`src/rtl/aidc_lite_concat_arbiter_if.sv`:
```
// ---------------------------------------------------------------------------
// aidc_lite_concat_arbiter_if
// Bundle of lane-side request signals and concatenator-side output signals
// for the AIDC-Lite packet arbiter.
//   slave  modport : arbiter view (requests in, ready/outputs out)
//   master modport : lane/concatenator environment view
// Optional: AIDC_LITE_ARB_PERF_EN adds pkt_cnt_o (16-bit per-lane counters).
// Signals:
//   req_valid_i/sop_i/eop_i [N_REQ]        per-lane beat qualifiers
//   req_data_i [N_REQ*DATA_SIZE]           lane k at [k*DATA_SIZE +: DATA_SIZE]
//   req_size_i [N_REQ*7]                   lane k at [k*7 +: 7]
//   req_ready_o [N_REQ]                    per-lane accept, one-hot or zero
//   valid_o/sop_o/eop_o/data_o/size_o      registered beat to concatenator
//   src_id_o [ID_W]                        lane id of the beat on valid_o
//   busy_o, err_o                          packet locked / sticky protocol error
// ---------------------------------------------------------------------------
interface aidc_lite_concat_arbiter_if #(
  parameter int N_REQ     = 4,
  parameter int DATA_SIZE = 66
) ();
  localparam int ID_W = (N_REQ > 1) ? $clog2(N_REQ) : 1;

  logic [N_REQ-1:0]           req_valid_i;
  logic [N_REQ-1:0]           req_sop_i;
  logic [N_REQ-1:0]           req_eop_i;
  logic [N_REQ*DATA_SIZE-1:0] req_data_i;
  logic [N_REQ*7-1:0]         req_size_i;
  logic [N_REQ-1:0]           req_ready_o;
  logic                       valid_o;
  logic                       sop_o;
  logic                       eop_o;
  logic [DATA_SIZE-1:0]       data_o;
  logic [6:0]                 size_o;
  logic [ID_W-1:0]            src_id_o;
  logic                       busy_o;
  logic                       err_o;
`ifdef AIDC_LITE_ARB_PERF_EN
  logic [N_REQ*16-1:0]        pkt_cnt_o;
`endif

  modport slave (
    input  req_valid_i, req_sop_i, req_eop_i, req_data_i, req_size_i,
    output req_ready_o, valid_o, sop_o, eop_o, data_o, size_o, src_id_o,
           busy_o, err_o
`ifdef AIDC_LITE_ARB_PERF_EN
    , output pkt_cnt_o
`endif
  );

  modport master (
    output req_valid_i, req_sop_i, req_eop_i, req_data_i, req_size_i,
    input  req_ready_o, valid_o, sop_o, eop_o, data_o, size_o, src_id_o,
           busy_o, err_o
`ifdef AIDC_LITE_ARB_PERF_EN
    , input pkt_cnt_o
`endif
  );
endinterface

```
`src/rtl/aidc_lite_concat_arbiter.sv`:
```
// ---------------------------------------------------------------------------
// aidc_lite_concat_arbiter
// Packet-level round-robin arbiter sharing one AIDC-Lite code-concatenation
// stage among N_REQ compressor lanes. A lane is granted for a whole packet
// (sop..eop); its beats are forwarded through one output register together
// with the source lane id. The concatenator has no backpressure, so lanes
// are throttled via a combinational, one-hot-or-zero ready.
// Ports:
//   clk    clock
//   rst_n  synchronous reset, active-low (control and output register)
//   bus    aidc_lite_concat_arbiter_if.slave (requests, ready, outputs)
// Optional feature macro: AIDC_LITE_ARB_PERF_EN adds per-lane 16-bit
// completed-packet counters on bus.pkt_cnt_o.
// ---------------------------------------------------------------------------
module aidc_lite_concat_arbiter #(
  parameter int N_REQ     = 4,
  parameter int DATA_SIZE = 66
) (
  input  logic                       clk,
  input  logic                       rst_n,
  aidc_lite_concat_arbiter_if.slave  bus
);
  localparam int ID_W = (N_REQ > 1) ? $clog2(N_REQ) : 1;

  typedef enum logic {IDLE, LOCKED} state_t;

  state_t          state, state_nxt;
  logic [ID_W-1:0] owner, owner_nxt;
  logic [ID_W-1:0] rr_ptr, rr_nxt;
  logic [ID_W-1:0] winner, sel;
  logic            found, accept, acc_sop, acc_eop, err_set;
  logic [N_REQ-1:0] ready;
  int              idx;

  logic                 vld_p0, sop_p0, eop_p0, err_p0;
  logic [DATA_SIZE-1:0] data_p0;
  logic [6:0]           size_p0;
  logic [ID_W-1:0]      src_p0;

  // Round-robin successor: wraps N_REQ-1 back to lane 0.
  function automatic logic [ID_W-1:0] next_lane(input logic [ID_W-1:0] lane);
    if (int'(lane) == N_REQ - 1) return '0;
    return lane + ID_W'(1);
  endfunction

  // First lane with valid&sop at or after rr_ptr, searched modulo N_REQ.
  always_comb begin
    found  = 1'b0;
    winner = rr_ptr;
    idx    = 0;
    for (int i = 0; i < N_REQ; i++) begin
      idx = int'(rr_ptr) + i;
      if (idx >= N_REQ) idx = idx - N_REQ;
      if (!found && bus.req_valid_i[idx] && bus.req_sop_i[idx]) begin
        found  = 1'b1;
        winner = ID_W'(idx);
      end
    end
  end

  always_comb begin
    state_nxt = state;
    owner_nxt = owner;
    rr_nxt    = rr_ptr;
    ready     = '0;
    sel       = owner;
    err_set   = 1'b0;
    if (state == IDLE) begin
      sel = winner;
      if (found) ready[winner] = 1'b1;
      // A lane presenting a mid-packet beat with nothing locked is a protocol error.
      err_set = |(bus.req_valid_i & ~bus.req_sop_i);
    end else begin
      ready[owner] = 1'b1;
      err_set      = bus.req_valid_i[owner] & bus.req_sop_i[owner];
    end
    accept  = |(bus.req_valid_i & ready);
    acc_sop = bus.req_sop_i[sel];
    acc_eop = bus.req_eop_i[sel];
    if (accept) begin
      if (state == IDLE) begin
        if (acc_eop) begin
          rr_nxt = next_lane(winner);
        end else begin
          state_nxt = LOCKED;
          owner_nxt = winner;
        end
      end else if (acc_eop) begin
        state_nxt = IDLE;
        rr_nxt    = next_lane(owner);
      end
    end
  end

  always_ff @(posedge clk) begin
    if (!rst_n) begin
      state  <= IDLE;
      owner  <= '0;
      rr_ptr <= '0;
    end else begin
      state  <= state_nxt;
      owner  <= owner_nxt;
      rr_ptr <= rr_nxt;
    end
  end

  // Stage p0: accepted lane beat -> concatenator output register.
  always_ff @(posedge clk) begin
    if (!rst_n) begin
      vld_p0  <= 1'b0;
      sop_p0  <= 1'b0;
      eop_p0  <= 1'b0;
      err_p0  <= 1'b0;
      data_p0 <= '0;
      size_p0 <= '0;
      src_p0  <= '0;
    end else begin
      vld_p0 <= accept;
      // A repeated sop from the owner is forwarded as a continuation beat.
      sop_p0 <= accept & acc_sop & (state == IDLE);
      eop_p0 <= accept & acc_eop;
      if (err_set) err_p0 <= 1'b1;
      if (accept) begin
        data_p0 <= bus.req_data_i[int'(sel)*DATA_SIZE +: DATA_SIZE];
        size_p0 <= bus.req_size_i[int'(sel)*7 +: 7];
        src_p0  <= sel;
      end
    end
  end

  assign bus.req_ready_o = ready;
  assign bus.valid_o     = vld_p0;
  assign bus.sop_o       = sop_p0;
  assign bus.eop_o       = eop_p0;
  assign bus.data_o      = data_p0;
  assign bus.size_o      = size_p0;
  assign bus.src_id_o    = src_p0;
  assign bus.busy_o      = (state == LOCKED);
  assign bus.err_o       = err_p0;

`ifdef AIDC_LITE_ARB_PERF_EN
  logic [N_REQ*16-1:0] pkt_cnt;

  always_ff @(posedge clk) begin
    if (!rst_n) begin
      pkt_cnt <= '0;
    end else if (accept && acc_eop) begin
      pkt_cnt[int'(sel)*16 +: 16] <= pkt_cnt[int'(sel)*16 +: 16] + 16'd1;
    end
  end

  assign bus.pkt_cnt_o = pkt_cnt;
`endif
endmodule

```
`src/flat_wrapper.sv`:
```
// flat-port wrapper written by rule: the top's interface ports become plain ports
module aidc_lite_concat_arbiter_flat 
#(
  parameter int N_REQ     = 4,
  parameter int DATA_SIZE = 66
)
  (clk, rst_n, bus_req_valid_i, bus_req_sop_i, bus_req_eop_i, bus_req_data_i, bus_req_size_i, bus_req_ready_o, bus_valid_o, bus_sop_o, bus_eop_o, bus_data_o, bus_size_o, bus_src_id_o, bus_busy_o, bus_err_o);
  aidc_lite_concat_arbiter_if #(.N_REQ(N_REQ), .DATA_SIZE(DATA_SIZE)) bus_i ();
  input  logic clk;
  input  logic rst_n;
  input wire logic [$bits(bus_i.req_valid_i)-1:0] bus_req_valid_i;
  input wire logic [$bits(bus_i.req_sop_i)-1:0] bus_req_sop_i;
  input wire logic [$bits(bus_i.req_eop_i)-1:0] bus_req_eop_i;
  input wire logic [$bits(bus_i.req_data_i)-1:0] bus_req_data_i;
  input wire logic [$bits(bus_i.req_size_i)-1:0] bus_req_size_i;
  output wire logic [$bits(bus_i.req_ready_o)-1:0] bus_req_ready_o;
  output wire logic [$bits(bus_i.valid_o)-1:0] bus_valid_o;
  output wire logic [$bits(bus_i.sop_o)-1:0] bus_sop_o;
  output wire logic [$bits(bus_i.eop_o)-1:0] bus_eop_o;
  output wire logic [$bits(bus_i.data_o)-1:0] bus_data_o;
  output wire logic [$bits(bus_i.size_o)-1:0] bus_size_o;
  output wire logic [$bits(bus_i.src_id_o)-1:0] bus_src_id_o;
  output wire logic [$bits(bus_i.busy_o)-1:0] bus_busy_o;
  output wire logic [$bits(bus_i.err_o)-1:0] bus_err_o;
  assign bus_i.req_valid_i = bus_req_valid_i;
  assign bus_i.req_sop_i = bus_req_sop_i;
  assign bus_i.req_eop_i = bus_req_eop_i;
  assign bus_i.req_data_i = bus_req_data_i;
  assign bus_i.req_size_i = bus_req_size_i;
  assign bus_req_ready_o = bus_i.req_ready_o;
  assign bus_valid_o = bus_i.valid_o;
  assign bus_sop_o = bus_i.sop_o;
  assign bus_eop_o = bus_i.eop_o;
  assign bus_data_o = bus_i.data_o;
  assign bus_size_o = bus_i.size_o;
  assign bus_src_id_o = bus_i.src_id_o;
  assign bus_busy_o = bus_i.busy_o;
  assign bus_err_o = bus_i.err_o;
  aidc_lite_concat_arbiter #(.N_REQ(N_REQ), .DATA_SIZE(DATA_SIZE)) u_core (.clk(clk), .rst_n(rst_n), .bus(bus_i));
endmodule
```
`config.mk`:
```
export PLATFORM = sky130hd
export DESIGN_NAME = aidc_lite_concat_arbiter_flat
export DESIGN_NICKNAME = d
export VERILOG_FILES = /design/src/rtl/aidc_lite_concat_arbiter_if.sv /design/src/rtl/aidc_lite_concat_arbiter.sv /design/src/flat_wrapper.sv
export SDC_FILE = /design/constraint.sdc
export NUM_CORES = 1
export LEC_CHECK = 0
export ABC_AREA = 1
export BUFFER_PORTS_ARGS = -buffer_cell sky130_fd_sc_hd__clkbuf_2
export CORE_AREA = 2 2 152 154
export CTS_CLUSTER_DIAMETER = 50
export DETAILED_ROUTE_END_ITERATION = 6
export DIE_AREA = 0 0 154 156
export SETUP_SLACK_MARGIN = 0.2
export SYNTH_ARGS = -nofsm -noshare
export SYNTH_HDL_FRONTEND = slang
export SYNTH_SLANG_ARGS = --single-unit
```
`constraint.sdc`:
```
create_clock -name clk -period 3.99 [get_ports clk]
set_input_delay 0.9975 -clock clk [delete_from_list [all_inputs] [get_ports clk]]
set_output_delay 0.9975 -clock clk [all_outputs]
set_load 0.005 [all_outputs]
```
# Word level (Yosys, flattened, before mapping)
# Index checks and enable logic that the tools add are counted.
[word_totals]
register_bits = 84
inputBits = 306
[classes]
addsub = 9
n_mul = 2
order_cmp = 13
eq_ne = 2
shift = 2
muxes = 68
bitwise_logic = 9
n_reduce_logical = 16
[op_table]
columns = ["operator", "n"]
rows = [
  ["variable part select 264 x 32 -> 66 bit", 1],
  ["< comparator 32 x 4 -> 1 bit (second input constant)", 4],
  ["2-to-1 mux 32 bit", 4],
  [">= comparator 32 x 4 -> 1 bit (second input constant)", 3],
  ["subtractor 32 x 4 -> 32 bit (second input constant)", 3],
  ["2-to-1 mux 1 bit", 36],
  ["variable part select 28 x 32 -> 7 bit", 1],
  ["binary-select mux 1 bit (select 2 bit)", 12],
  ["2-to-1 mux 2 bit", 12],
  ["logical AND 1 bit", 9],
  ["< comparator 2 x 3 -> 1 bit (second input constant)", 3],
  ["AND 4 bit", 2],
  ["multiplier 2 x 6 -> 8 bit (second input constant)", 1],
  ["2-to-1 mux 4 bit", 2],
  ["OR reduction 4 bit", 2],
  ["adder 2 x 2 -> 3 bit (second input constant)", 2],
  ["multiplier 2 x 3 -> 5 bit (second input constant)", 1],
  ["adder 2 x 1 -> 2 bit (second input constant)", 2],
  ["AND 1 bit", 4],
  ["demux 1 bit (select 2 bit)", 2],
  ["equality test 2 x 1 -> 1 bit (second input constant)", 2],
  [">= comparator 2 x 1 -> 1 bit (second input constant)", 2],
  ["NOT 4 bit", 1],
  ["subtractor 2 x 3 -> 4 bit (second input constant)", 1],
  ["other kinds (6)", 9],
]

# Longest topological paths before layout
[depth]
depth_word = 31
ltp_mapped = 26
depth_no_buf = 23

# Least setup slack after synthesis
# OpenSTA, ideal clock, no wires.
[synth_path]
path_kind = "input to output"
start = "input port bus_req_sop_i[0]"
end = "output port bus_req_ready_o[1]"
arrival_time_ns = 2.145
required_ns = 2.993
slack_ns = 0.848
stages = 13
path_buffers = 0
cell_sequence = "nand2_1 nand2_1 nand3_1 nand2_1 nor2_4 nand3_2 nand2_1 nand2_1 nand2_1 inv_1 ha_1 nand3_1 nand2_1"
[synth_via]
elab_chain_len = 23
word_cells_on_any_way = 37
classes_between = "2 x order compare; 24 x mux; 11 x reduce/logical"
[synth_lines]
columns = ["element", "line", "rtl"]
rows = [
  ["from (decl)", "flat_wrapper.sv:12", "input wire logic [$bits(bus_i.req_sop_i)-1:0] bus_req_sop_i;"],
  ["binary-select mux 1 bit (select 2 bit)", "aidc_lite_concat_arbiter.sv:54", "if (!found && bus.req_valid_i[idx] && bus.req_sop_i[idx]) begin"],
  ["2-to-1 mux 1 bit (not written as such) (2 in a row)", "aidc_lite_concat_arbiter.sv:54", ""],
  ["logical AND 1 bit", "aidc_lite_concat_arbiter.sv:54", ""],
  ["2-to-1 mux 1 bit", "aidc_lite_concat_arbiter.sv:54", ""],
  ["zero test 1 bit", "aidc_lite_concat_arbiter.sv:54", ""],
  ["logical AND 1 bit (2 in a row)", "aidc_lite_concat_arbiter.sv:54", ""],
  ["2-to-1 mux 1 bit", "aidc_lite_concat_arbiter.sv:54", ""],
  ["zero test 1 bit", "aidc_lite_concat_arbiter.sv:54", ""],
  ["(+6 left out)", "-", ""],
  ["2-to-1 mux 2 bit *", "aidc_lite_concat_arbiter.sv:54", ""],
  ["net u_core.winner[1]", "aidc_lite_concat_arbiter.sv:30", "logic [ID_W-1:0] winner, sel;"],
  ["< comparator 2 x 3 -> 1 bit (not written as such) or >= comparator 2 x 1 -> 1 bit (tied branches)", "aidc_lite_concat_arbiter.sv:70", "if (found) ready[winner] = 1'b1;"],
  ["logical AND 1 bit (not written as such)", "aidc_lite_concat_arbiter.sv:70", ""],
  ["2-to-1 mux 1 bit (not written as such)", "aidc_lite_concat_arbiter.sv:70", ""],
  ["demux 1 bit (select 2 bit) *", "-", ""],
  ["2-to-1 mux 4 bit *", "aidc_lite_concat_arbiter.sv:70", ""],
  ["2-to-1 mux 4 bit *", "aidc_lite_concat_arbiter.sv:68", "if (state == IDLE) begin"],
  ["to (decl)", "flat_wrapper.sv:16", "output wire logic [$bits(bus_i.req_ready_o)-1:0] bus_req_ready_o;"],
]
# The timed path passes the listed nets; every way through them passes the cells marked *. The select of a mux whose other input is x is not followed.

# Worst setup path in the final report
[layout_path]
start = "input port bus_req_valid_i[0]"
end = "output port bus_req_ready_o[0]"
[layout_via]
elab_chain_len = 23
word_cells_on_any_way = 37
classes_between = "2 x order compare; 24 x mux; 11 x reduce/logical"
[layout_lines]
columns = ["element", "line", "rtl"]
rows = [
  ["from (decl)", "flat_wrapper.sv:11", "input wire logic [$bits(bus_i.req_valid_i)-1:0] bus_req_valid_i;"],
  ["binary-select mux 1 bit (select 2 bit)", "aidc_lite_concat_arbiter.sv:54", ""],
  ["2-to-1 mux 1 bit (not written as such) (2 in a row)", "aidc_lite_concat_arbiter.sv:54", ""],
  ["logical AND 1 bit", "aidc_lite_concat_arbiter.sv:54", ""],
  ["2-to-1 mux 1 bit", "aidc_lite_concat_arbiter.sv:54", ""],
  ["zero test 1 bit", "aidc_lite_concat_arbiter.sv:54", ""],
  ["logical AND 1 bit (2 in a row)", "aidc_lite_concat_arbiter.sv:54", ""],
  ["2-to-1 mux 1 bit", "aidc_lite_concat_arbiter.sv:54", ""],
  ["zero test 1 bit", "aidc_lite_concat_arbiter.sv:54", ""],
  ["(+6 left out)", "-", ""],
  ["2-to-1 mux 2 bit *", "aidc_lite_concat_arbiter.sv:54", ""],
  ["net u_core.winner[1]", "aidc_lite_concat_arbiter.sv:30", ""],
  ["< comparator 2 x 3 -> 1 bit (not written as such) or >= comparator 2 x 1 -> 1 bit (tied branches)", "aidc_lite_concat_arbiter.sv:70", ""],
  ["logical AND 1 bit (not written as such)", "aidc_lite_concat_arbiter.sv:70", ""],
  ["2-to-1 mux 1 bit (not written as such)", "aidc_lite_concat_arbiter.sv:70", ""],
  ["demux 1 bit (select 2 bit) *", "-", ""],
  ["2-to-1 mux 4 bit *", "aidc_lite_concat_arbiter.sv:70", ""],
  ["2-to-1 mux 4 bit *", "aidc_lite_concat_arbiter.sv:68", ""],
]
# Marks and branches as above.

==> results by stage <==
Route:
- The number of DRC violations after detailed routing is 0.
- The first detailed-routing pass ran for 5 iterations.
- The first routing iteration left around 470 violations.
- The post-detailed-routing wire length is 22800 µm.
- The detail route stage leaves a number of antenna-violating nets equal to 0.
- The via total after detailed routing is between 7k and 8k.
- The average vias per placed instance is 4.42.
- After detailed routing, the average wire length per cell comes to approximately 13 µm.

Critical path:
- At the worst endpoint, the required time is 2990 ps.
- The sort of element at the start of the critical path is a primary input.
- The worst reg2reg path depth is 23.
- The longest individual stage delay on the worst path is 180 ps.
- The reg-to-reg critical path startpoint is u_core.rr_ptr[0].
- In this run the critical register-to-register path is captured at u_core.bus.size_o[5].
- The critical path contains buffers and inverters numbering 3 combined.
- Walking the worst path, the cells encountered are clkbuf_2 -> nand2_1 -> nand2_1 -> nand3_2 -> nand2_2 -> nor2_4 -> nand3_2 -> nand2_1 -> nand2_1 -> nand2_2 -> inv_1 -> ha_1 -> nand3_1 -> nand2_1 -> clkbuf_2.
- The nature of the critical path endpoint is a primary output.
- The biggest fanout along the worst timing path is 4.
- Grouping stages by cell kind, the critical path spends the most delay in simple AND/OR/NAND/NOR gates.
- The setup slack on the worst flop-to-flop path is 750 ps.
- Counting stages on the worst path, the most repeated cell is nand2_1.
- The data arrival time of the worst path is about 2600 ps.
- The cell with the largest stage delay on the worst path is ha_1.
- The startpoint-to-endpoint class of the critical path is primary input to primary output.

Timing:
- Static timing analysis puts the maximum clock frequency at 281 MHz.
- Hold is met by 472 ps.
- The number of hold violations in the final report is 0.
- The number of max-slew violations in the final report is 0.
- In the final timing run, aggregate negative setup slack is 0 ps.
- In this run the tightest slew margin relative to its limit is 0.416.
- The slew at the pin closest to its max-slew limit is 874 ps.
- The final critical path time including I/O delays and setup is 3550 ps.
- Setup repair after global routing left no endpoint under its margin.
- The number of setup violations in the final report is 0.
- Across the routed clock network, the largest skew measured is 13.6 ps.
- The post-layout worst setup margin is 436 ps.
- Of the available clock period, the critical path in the final layout requires 0.891.

Logic synthesis:
- Of all cell types, the one taking the most synthesized area is dfxtp_1.
- In this run, synthesis produced a sequential element count of 84.
- Counting flops with an async set or reset pin after synthesis yields a share of 0.
- The number of enable-type register cells in the synthesized netlist is 0.
- The dominant synthesized flop cell is dfxtp_1.
- Of the post-synthesis cell area, the dominant cell type holds 0.257.
- The unique cell type count in the Yosys netlist is 27.
- The total of warnings raised by yosys is 0.
- The number of nets in the synthesized netlist is 1439.
- Of the total synthesized cell area, the portion taken by AND, OR, NAND and NOR gates is 0.310.
- The cell area after synthesis is 6540 µm².
- In this run the mean area of a mapped cell was ~5.8 µm².
- In the synthesized netlist, the cells that appear most often are inv_1, nand2_1, nor2_1.
- By area, the combinational part of the netlist is dominated by simple AND/OR/NAND/NOR gates.
- The area fraction in compound gates after synthesis is 0.208.
- The instance count of the mapped netlist is roughly 1.1k.
- Ranked by total cell area, the synthesized netlist is headed by dfxtp_1, inv_1, nand2_1.
- The XOR/XNOR share of the synthesized area is 0.
- By instance count, the leading cell after synthesis is inv_1.
- The mux contribution to synthesized area is 0.
- The share of the Yosys chip area taken by registers is 0.257.
- Of the total synthesized cell area, the portion taken by full adders, half adders and majority gates is 0.0153.

Placed design:
- The count of buffers added on input and output ports is between 300 and 400.
- The pre-CTS worst setup slack is 264 ps.
- The final estimated routing congestion in global placement is 0.891.
- After legalization and detailed placement, the total HPWL measured 17800 µm.

GRT:
- Entering global routing, the biggest net connects 89 pins.
- The number of global-route vias before repair came to 6950.
- The first global-routing pass estimated 34700 µm of wire.
- In the global route stage, overall resource usage came out at 0.180.
- The overall overflow remaining after global route is 0.
- The initial antenna violation count is 0.

Power:
- The part of the total power dissipated in sequential elements is 0.172.
- The power density over the cells is 863 nW/µm².
- The worst IR drop on VDD is 0.349 mV.
- Of the total power, combinational logic draws 0.708.
- Cell internal power was estimated by the tool at around 3.8 mW.
- Of the total power, the share spent switching nets is 0.512.
- The switching power summed over all nets is around 4.0 mW.
- For this design the static power due to leakage is 5.50 nW.
- The total power draw is 7.77 mW.
- The share of total power dissipated in the clock network is 0.120.

Clocking:
- The clock reaches the later pin of the worst-skew pair after about 340 ps.
- Clock-pin slew was measured on the worst setup and hold paths at roughly 70 ps.
- The cell sitting at the root of the clock tree is a clkbuf_16.
- Counting the buffers created by CTS gives 9.
- The H-tree was split into 3 levels.
- The clock net in this run drives a total of 84 sinks.
- Counting along the longest clock path gives a buffer depth of 2.
- TritonCTS built the clock tree.

Outcome:
- The run finished with clean final reports.

Finish:
- The number of fill cells in the layout is between 2k and 2.5k.
- In the final layout, the share of cells above drive strength 1 is 0.302.
- The antenna diode count is 0.
- The fraction of the core area covered by cells at the end of the flow is 0.402.
- The relative area change from synthesis to final layout is 37.5%.
- The final net count is 1787.

Floorplanning:
- The region available for standard cell placement spans 22400 µm².
- The placement row count is 55.
- The initial utilization of the core area, before any placement, comes to 0.292.
- The die is 156 µm tall.
- The floorplan step defined a die boundary enclosing approximately 24000 µm².
- In this run the horizontal extent of the chip is 154 µm.
- The number of top-level pins is around 400.

Flow run:
- The tool flagged a number of max-cap violations equal to 0.

Worst hold path:
- The startpoint identified for the worst hold timing path is u_core.bus.err_o.
- The min-delay analysis places its worst path in the category flip-flop to flip-flop.
- Along the worst hold path, the cell count comes to 2.
- For hold timing, the worst endpoint is u_core.bus.err_o.
[cell families after synthesis]
logic type / Yosys count
buf+inv: 312
flops: 84
simple gates: 490
compound gates: 231
fa+ha+maj: 8
[layer usage]
metal,share of wire,global-route usage,vias up
met5,0,0,-
met4,0.017,0.0476,0
met3,0.067,0.0436,17
met2,0.49,0.326,258
met1,0.42,0.214,3314
li1,-,-,4209
[worst min-delay path, stage by stage, from the launching register on]
cell     delay [ps]
dfxtp_1         320
inv_1            50
a21oi_1          60
[placed cells by master, fill, tap and decap left out, types with 9 or more instances in the layout]
master	count
clkbuf_2	389
inv_1	233
nand2_1	222
nor2_1	156
nand3_1	96
dfxtp_1	84
a21oi_1	77
o211ai_1	73
o21ai_1	62
o21ai_0	14
buf_4	13
clkbuf_16	9
buf_12	9
[state kept, by name (all words and copies together) (netlist names)]
signal	cells
u_core.bus.src_id_o	2
u_core.bus.err_o	1
u_core.bus.eop_o	1
u_core.rr_ptr	2
u_core.bus.data_o	66
u_core.bus.sop_o	1
u_core.bus.valid_o	1
u_core.owner	2
u_core.bus.busy_o	1
u_core.bus.size_o	7
[area by class of cell]
| cell class | count | area, µm² | area share |
|---|---|---|---|
| clock buffer | 11 | 243 | 0.0270 |
| timing repair buffer | 411 | 2220 | 0.247 |
| inverter | 238 | 898 | 0.0999 |
| sequential | 84 | 1680 | 0.187 |
| tap | 285 | 357 | 0.0396 |
| clock inverter | 5 | 85.1 | 0.00946 |
| multi-input combinational | 729 | 3510 | 0.390 |
[power groups by stage]
stage          Clock, mW  Sequential, mW  Combinational (mW)
2_1_floorplan          0            1.33                4.21
3_3_place_gp           0            1.35                5.52
3_5_place_dp           0            1.36                5.55
4_1_cts            0.971            1.34                5.57
5_1_grt            0.999            1.37                6.33
6_report           0.931            1.34                5.50
[worst max-delay path by stage]
stage | depth (start not counted) | slack (ps) | end | startpoint
2_1_floorplan | 13 | 850 | bus_req_ready_o[1] | bus_req_sop_i[0]
3_3_place_gp | 23 | 350 | u_core.bus.data_o[65] | bus_req_valid_i[3]
3_5_place_dp | 23 | 260 | u_core.bus.data_o[1] | bus_req_valid_i[3]
4_1_cts | 15 | 400 | bus_req_ready_o[0] | bus_req_valid_i[3]
5_1_grt | 16 | 210 | bus_req_ready_o[1] | bus_req_valid_i[3]
6_report | 15 | 440 | bus_req_ready_o[0] | bus_req_valid_i[0]
[metrics by stage]
step | instances | cell area, µm²
after floorplan | 1125 | 6540
after global placement | 1746 | 8660
after detailed placement | 1746 | 8660
after CTS | 1762 | 8980
after global routing | 1763 | 8990
final | 1763 | 8990
[what timing repair did]
action | in CTS | in global routing
setup endpoints to repair | 0 | 2
resized for setup | 0 | 1
setup buffers | 0 | 1
hold buffers | 0 | 0
Note: power is estimated with default switching activity, not from simulation.
